<file path="src/rtl/lvds_video_timing_gen.sv">
`default_nettype none
// ============================================================================
// Module   : lvds_video_timing_gen
// Purpose  : Pixel-clock VS/HS/DE/RGB timing generator feeding an LVDS 7:1 TX.
//            Optional built-in test patterns when VTG_PATTERN_EN is defined.
// Revision : 1.0 - initial release
// ============================================================================
module lvds_video_timing_gen #(
    parameter int H_ACTIVE = 1024,
    parameter int H_FP     = 24,
    parameter int H_SYNC   = 136,
    parameter int H_BP     = 160,
    parameter int V_ACTIVE = 600,
    parameter int V_FP     = 3,
    parameter int V_SYNC   = 6,
    parameter int V_BP     = 29,
    parameter int HS_POL   = 0,
    parameter int VS_POL   = 0,
    parameter int DATA_W   = 8
) (
    input  logic              I_pix_clk,
    input  logic              I_rst,
    input  logic              I_en,
`ifdef VTG_PATTERN_EN
    input  logic [2:0]        I_pattern_sel,
`endif
    input  logic [DATA_W-1:0] I_data_r,
    input  logic [DATA_W-1:0] I_data_g,
    input  logic [DATA_W-1:0] I_data_b,
    output logic              O_data_req,
    output logic              O_vs,
    output logic              O_hs,
    output logic              O_de,
    output logic [DATA_W-1:0] O_data_r,
    output logic [DATA_W-1:0] O_data_g,
    output logic [DATA_W-1:0] O_data_b,
    output logic              O_frame_start
);
    localparam int H_TOTAL = H_ACTIVE + H_FP + H_SYNC + H_BP;
    localparam int V_TOTAL = V_ACTIVE + V_FP + V_SYNC + V_BP;
    localparam int HW      = $clog2(H_TOTAL);
    localparam int VW      = $clog2(V_TOTAL);

    localparam logic [HW-1:0] H_LAST   = HW'(H_TOTAL - 1);
    localparam logic [HW-1:0] H_ACT    = HW'(H_ACTIVE);
    localparam logic [HW-1:0] HS_BEGIN = HW'(H_ACTIVE + H_FP);
    localparam logic [HW-1:0] HS_END   = HW'(H_ACTIVE + H_FP + H_SYNC);
    localparam logic [VW-1:0] V_LAST   = VW'(V_TOTAL - 1);
    localparam logic [VW-1:0] V_ACT    = VW'(V_ACTIVE);
    localparam logic [VW-1:0] VS_BEGIN = VW'(V_ACTIVE + V_FP);
    localparam logic [VW-1:0] VS_END   = VW'(V_ACTIVE + V_FP + V_SYNC);
    localparam logic          HS_ON    = (HS_POL != 0);
    localparam logic          VS_ON    = (VS_POL != 0);

    localparam logic [0:0] ST_IDLE = 1'b0;
    localparam logic [0:0] ST_RUN  = 1'b1;

    logic [0:0]        state_q, state_d;
    logic [HW-1:0]     h_q, h_d;
    logic [VW-1:0]     v_q, v_d;
    logic              w_act, w_hs_act, w_vs_act, w_fs;
    logic              w_act_d, w_start_d, w_ext_d;
    logic              req_q;
    logic              act1_q, hs1_q, vs1_q, fs1_q;
    logic              de_q, hs_q, vs_q, fs_q;
    logic [DATA_W-1:0] w_src_r, w_src_g, w_src_b;
    logic [DATA_W-1:0] dr_q, dg_q, db_q;

    always_ff @(posedge I_pix_clk or posedge I_rst) begin
        if (I_rst) state_q <= ST_IDLE;
        else       state_q <= state_d;
    end

    always_comb begin
        state_d = state_q;
        case (state_q)
            ST_IDLE: if (I_en) state_d = ST_RUN;
            ST_RUN:  if (!I_en && h_q == H_LAST && v_q == V_LAST) state_d = ST_IDLE;
            default: state_d = ST_IDLE;
        endcase
    end

    always_comb begin
        w_act    = (state_q == ST_RUN) && (h_q < H_ACT) && (v_q < V_ACT);
        w_hs_act = (h_q >= HS_BEGIN) && (h_q < HS_END);
        w_vs_act = (v_q >= VS_BEGIN) && (v_q < VS_END);
        w_fs     = (state_q == ST_RUN) && (h_q == '0) && (v_q == '0);
    end

    // Counters sit at 0 in IDLE so the first RUN cycle is position (0,0).
    always_comb begin
        h_d = '0;
        v_d = '0;
        if (state_q == ST_RUN && state_d == ST_RUN) begin
            h_d = (h_q == H_LAST) ? '0 : h_q + 1'b1;
            v_d = v_q;
            if (h_q == H_LAST) v_d = (v_q == V_LAST) ? '0 : v_q + 1'b1;
        end
        w_act_d   = (state_d == ST_RUN) && (h_d < H_ACT) && (v_d < V_ACT);
        w_start_d = (state_d == ST_RUN) && (h_d == '0) && (v_d == '0);
    end

`ifdef VTG_PATTERN_EN
    localparam int BAR_W = (H_ACTIVE >= 8) ? H_ACTIVE / 8 : 1;

    logic [2:0]        pat_q, w_pat_d;
    logic              w_ext, ext1_q;
    logic [2:0]        w_bar;
    logic              w_chk;
    logic [DATA_W-1:0] w_pix_r, w_pix_g, w_pix_b;
    logic [DATA_W-1:0] pix1_r_q, pix1_g_q, pix1_b_q;

    // Selection is latched on the edge that enters (0,0), so it holds for a whole frame.
    always_comb begin
        w_pat_d = w_start_d ? I_pattern_sel : pat_q;
        w_ext_d = (w_pat_d == 3'd0) || (w_pat_d > 3'd4);
        w_ext   = (pat_q == 3'd0) || (pat_q > 3'd4);
        w_bar   = 3'(h_q / HW'(BAR_W));
        w_chk   = 1'((HW + 6)'(h_q) >> 5) ^ 1'((VW + 6)'(v_q) >> 5);
        w_pix_r = '0;
        w_pix_g = '0;
        w_pix_b = '0;
        case (pat_q)
            3'd1: begin
                w_pix_r = {DATA_W{~w_bar[1]}};
                w_pix_g = {DATA_W{~w_bar[2]}};
                w_pix_b = {DATA_W{~w_bar[0]}};
            end
            3'd2: begin
                w_pix_r = DATA_W'(h_q);
                w_pix_g = DATA_W'(h_q);
                w_pix_b = DATA_W'(h_q);
            end
            3'd3: begin
                w_pix_r = '1;
                w_pix_g = '1;
                w_pix_b = '1;
            end
            3'd4: begin
                w_pix_r = {DATA_W{w_chk}};
                w_pix_g = {DATA_W{w_chk}};
                w_pix_b = {DATA_W{w_chk}};
            end
            default: ;
        endcase
        w_src_r = ext1_q ? I_data_r : pix1_r_q;
        w_src_g = ext1_q ? I_data_g : pix1_g_q;
        w_src_b = ext1_q ? I_data_b : pix1_b_q;
    end

    always_ff @(posedge I_pix_clk or posedge I_rst) begin
        if (I_rst) begin
            pat_q    <= '0;
            ext1_q   <= 1'b1;
            pix1_r_q <= '0;
            pix1_g_q <= '0;
            pix1_b_q <= '0;
        end else begin
            pat_q    <= w_pat_d;
            ext1_q   <= w_ext;
            pix1_r_q <= w_pix_r;
            pix1_g_q <= w_pix_g;
            pix1_b_q <= w_pix_b;
        end
    end
`else
    always_comb begin
        w_ext_d = 1'b1;
        w_src_r = I_data_r;
        w_src_g = I_data_g;
        w_src_b = I_data_b;
    end
`endif

    // Request leads DE by two cycles; upstream data arrives in the middle stage.
    always_ff @(posedge I_pix_clk or posedge I_rst) begin
        if (I_rst) begin
            h_q    <= '0;
            v_q    <= '0;
            req_q  <= 1'b0;
            act1_q <= 1'b0;
            hs1_q  <= 1'b0;
            vs1_q  <= 1'b0;
            fs1_q  <= 1'b0;
            de_q   <= 1'b0;
            hs_q   <= ~HS_ON;
            vs_q   <= ~VS_ON;
            fs_q   <= 1'b0;
            dr_q   <= '0;
            dg_q   <= '0;
            db_q   <= '0;
        end else begin
            h_q    <= h_d;
            v_q    <= v_d;
            req_q  <= w_act_d && w_ext_d;
            act1_q <= w_act;
            hs1_q  <= w_hs_act;
            vs1_q  <= w_vs_act;
            fs1_q  <= w_fs;
            de_q   <= act1_q;
            hs_q   <= hs1_q ? HS_ON : ~HS_ON;
            vs_q   <= vs1_q ? VS_ON : ~VS_ON;
            fs_q   <= fs1_q;
            dr_q   <= act1_q ? w_src_r : '0;
            dg_q   <= act1_q ? w_src_g : '0;
            db_q   <= act1_q ? w_src_b : '0;
        end
    end

    assign O_data_req    = req_q;
    assign O_de          = de_q;
    assign O_hs          = hs_q;
    assign O_vs          = vs_q;
    assign O_frame_start = fs_q;
    assign O_data_r      = dr_q;
    assign O_data_g      = dg_q;
    assign O_data_b      = db_q;
endmodule
`default_nettype wire

</file>
<file path="config.mk">
export PLATFORM = sky130hd
export DESIGN_NAME = lvds_video_timing_gen
export DESIGN_NICKNAME = d
export VERILOG_FILES = /design/src/rtl/lvds_video_timing_gen.sv
export SDC_FILE = /design/constraint.sdc
export NUM_CORES = 1
export LEC_CHECK = 0
export CAP_MARGIN = 20
export CORE_MARGIN = 5
export CORE_UTILIZATION = 45
export DETAILED_ROUTE_END_ITERATION = 10
export GPL_ROUTABILITY_DRIVEN = 1
export PLACE_DENSITY_LB_ADDON = 0.15
export SKIP_LAST_GASP = 1
export SLEW_MARGIN = 40
export SYNTH_ARGS = -nofsm -noshare
export SYNTH_HDL_FRONTEND = slang
export SYNTH_SLANG_ARGS = --single-unit
</file>
<file path="constraint.sdc">
create_clock -name I_pix_clk -period 1.7 [get_ports I_pix_clk]
set_input_delay 0.255 -clock I_pix_clk [delete_from_list [all_inputs] [get_ports I_pix_clk]]
set_output_delay 0.255 -clock I_pix_clk [all_outputs]
set_load 0.05 [all_outputs]
</file>
==> results.py <==
metrics = {
    "status": {
        "status": "finished, violations left",
        "violations_in_the_final_reports": "negative setup slack",
    },
    "floorplan": {
        "initial_utilization_pct": 45.5,
        "fp.dieArea_mm2": 0.00708,
        "floorplan.die.height_um": 84.1,
        "ioPinCount": 56,
        "die_width_um": 84.1,
        "placementRows": 27,
        "placeable_core_region_mm2": 0.00544,
    },
    "timing": {
        "worst_pin_slew_ns": 0.532,
        "layout_setup_ws_ns": -0.0889,
        "rsz0062_at_grt": "yes",
        "final_hold_viol_count": 0,
        "report.final.setup_viol": 1,
        "layout_min_cycle_time_ns": 1.79,
        "finClkSkew_ns": 0.00509,
        "period_share_pct": 105,
        "slew_headroom_pct": 64.5,
        "maximum_operating_frequency_mhz": 559,
        "fin_hold_ws_ns": 0.314,
        "finalMaxSlewViolations": 0,
        "finalSetupTns_ns": -0.0889,
    },
    "cells_and_area": {
        "post-route-cell-area_mm2": 0.00341,
        "ff_latch_area_mm2": 0.00138,
        "layout.cells.most_common_list": "buf_4, dfrtp_1, and2_1",
        "layoutNonFillerInstCount": 384,
        "multiInputGateArea_mm2": 0.00104,
        "postLayoutCoreUtil_pct": 62.8,
        "diodes": 0,
        "num-fill-cells": 458,
        "drive_gt1_share_pct": 28.2,
        "syn2layout_area_growth_pct": 38.0,
        "final_net_count": 345,
        "layout_commonest_cell": "buf_4",
    },
    "synth": {
        "ys.warnings.count": 0,
        "syn_area_per_cell_um2": 10.8,
        "synth-xor-area-share_pct": 5.31,
        "ys.flop_type": "dfrtp_1",
        "synth.mux.area_fraction_pct": 0.405,
        "area_fraction_in_and_or_nand_and_nor_cells_after_synthesis_pct": 23.1,
        "yosys.area_share.adder_pct": 3.03,
        "synth_edf_count": 0,
        "compound_gate_portion_of_the_synthesized_area_pct": 7.44,
        "syn-num-nets": 263,
        "sequential_to_total_area_share_from_yosys_stat_pct": 55.7,
        "main_combinational_cell_family_by_area_after_synthesis": "simple AND/OR/NAND/NOR gates",
        "mapped_area_mm2": 0.00247,
        "seq_cells_post_synth": 55,
        "synth_async_sr_flop_share_pct": 100,
        "post_synth_inst_count": 230,
        "synth_cell_types": 44,
    },
    "critical_path": {
        "worst-setup-path-type": "reg2reg",
        "timing.critical_path.cells": "ha_2 -> and3_4 -> nand3_4 -> o31a_1 -> o211ai_2 -> o22ai_2 -> a211oi_2",
        "worst_ep_arrival_time_ns": 2.01,
        "crit_path_max_incr_delay_ns": 0.38,
        "cp-end-kind": "register",
        "cpMaxStageDelayCell": "dfrtp_1",
        "critical_path.top_delay_family": "compound AO/OA/AOI/OAI gates",
        "critical_path.max_fanout": 4,
        "worstPathBufferInverterCount": 0,
        "timing.critical_path.from_type": "register",
        "worst-endpoint-required_ns": 1.92,
        "setup.reg_to_reg.worst_slack_ns": -0.09,
    },
    "global_route": {
        "grt_max_degree": 56,
        "grt_antenna_before_repair": 0,
        "grt_util_all_layers_pct": 16.6,
        "vias_in_the_first_global_route": 1892,
        "grt_pass1_wl_mm": 9.47,
        "globalRouteOverflowTotal": 0,
    },
    "routing": {
        "num_vias": 1894,
        "drt-vias-per-instance": 4.93,
        "wl_per_cell_um": 14.5,
        "detailedRoute.firstIterationViolations": 49,
        "first_pass_iters": 4,
        "ant_nets": 0,
        "totalWireLength_mm": 5.57,
        "drt_drc_violations_left": 0,
    },
    "pwr": {
        "power.total_mw": 3.09,
        "p_leak_nw": 1.54,
        "power_density_mw_per_mm2": 904,
        "irDropWorstVdd_mv": 0.546,
    },
    "cts": {
        "clock_tree.htree_level_count": 2,
        "tritoncts": "done",
        "clk_transition_reported_paths_ns": 0.09,
        "cts_inserted_buffers": 5,
        "cts_buffer_depth": 2,
        "count_of_clock_tree_sinks": 55,
        "clock_tree_root_driver_cell": "clkbuf_8",
        "clk_latency_ns": 0.30,
    },
    "flow_run": {
        "cap_violations": 0,
    },
    "placed_design": {
        "numPlacedInstances": 371,
        "placement.io_buffers": 55,
        "hpwl_mm": 4.06,
        "detailedPlace.worstSlack_ns": -0.109,
        "gpl.final_weighted_congestion": 0.843,
        "postPlaceCellArea_mm2": 0.00322,
    },
    "hold_path": {
        "holdCritPathClass": "in2async",
    },
}
where the power goes:
part | switching (mW) | leakage, nW | total (mW) | internal, mW
registers | 0.0708 | 0.671 | 1.49 | 1.42
clock network | 0.410 | 0.0502 | 0.841 | 0.431
logic | 0.397 | 0.823 | 0.755 | 0.358
worst min-delay path, stage by stage:
cell and delay [ns]:
clkdlybuf4s50_1 0.41, inv_2 0.07, buf_12 0.27
synthesized netlist by cell type, drive strengths merged (2+ instances only):
| library cell | instances | area, um^2 |
|---|---|---|
| nor2 | 19 | 71.3 |
| nand2 | 14 | 55.1 |
| a21boi | 2 | 15.0 |
| dfstp | 2 | 52.6 |
| ha | 6 | 75.1 |
| dfrtp | 53 | 1330 |
| xor2 | 7 | 61.3 |
| and3 | 8 | 50.1 |
| nor3 | 7 | 45.0 |
| o211ai | 2 | 20.0 |
| buf | 11 | 70.1 |
| xnor2 | 8 | 70.1 |
| o21bai | 2 | 15.0 |
| a21oi | 6 | 30.0 |
| clkbuf | 3 | 11.3 |
| and2 | 29 | 181 |
| nand4 | 5 | 31.3 |
| o21ai | 6 | 33.8 |
| nor4 | 2 | 12.5 |
| inv | 11 | 41.3 |
| nand3 | 11 | 55.1 |
area by class of cell:
class	count	share of cell area [%]
repair buffers	89	22.1
flip-flops and latches	55	40.4
inverters	11	1.21
multi-input cells	150	30.6
clock inverters	2	1.10
clock buffers	5	2.02
well taps	72	2.64
flip-flops by register name (all words and copies together) (netlist names):
register,flops
O_data_r,8
h_q,11
O_vs,1
hs1_q,1
O_hs,1
state_q,1
O_data_req,1
act1_q,1
O_frame_start,1
fs1_q,1
vs1_q,1
O_de,1
O_data_g,8
O_data_b,8
v_q,10
kinds of logic after synthesis:
kind of cell	after synthesis
AO/OA/AOI/OAI	26
XOR/XNOR	15
adder cells (fa/ha/maj)	6
buffers and inverters	25
flip-flops	55
multiplexers	1
AND/OR/NAND/NOR	102
path summary, 6_finish.rpt:
kind,cells past startpoint,startpoint,endpoint
worst max-delay path,7,h_q[1]$_DFF_PP0_,O_data_req$_DFF_PP0_
worst min-delay path,3,I_rst,h_q[8]$_DFF_PP0_
worst max register to register,7,h_q[1]$_DFF_PP0_,O_data_req$_DFF_PP0_
worst min register to register,1,hs1_q$_DFF_PP0_,O_hs$_DFF_PP1_
max in group asynchronous,3,I_rst,O_vs$_DFF_PP1_
min in group I_pix_clk,1,hs1_q$_DFF_PP0_,O_hs$_DFF_PP1_
timing repair:
item,4_1_cts,5_1_grt
hold buffers,0,0
gates resized for setup,4,5
setup buffers,5,1
endpoints found under the hold margin,0,0
endpoints found under the setup margin,1,9
pin swaps,10,3
metal layers:
metal  GRT usage [%]  up-vias  wire (um)  share of wire, %
met5               0        -          0                 0
met4            4.39        0         79               1.4
met3            4.71        8        338               6.1
met2            25.5       60       2540                46
met1            23.2      904       2610                47
li1                -      922          -                 -
(Power assumes the default switching activity.)
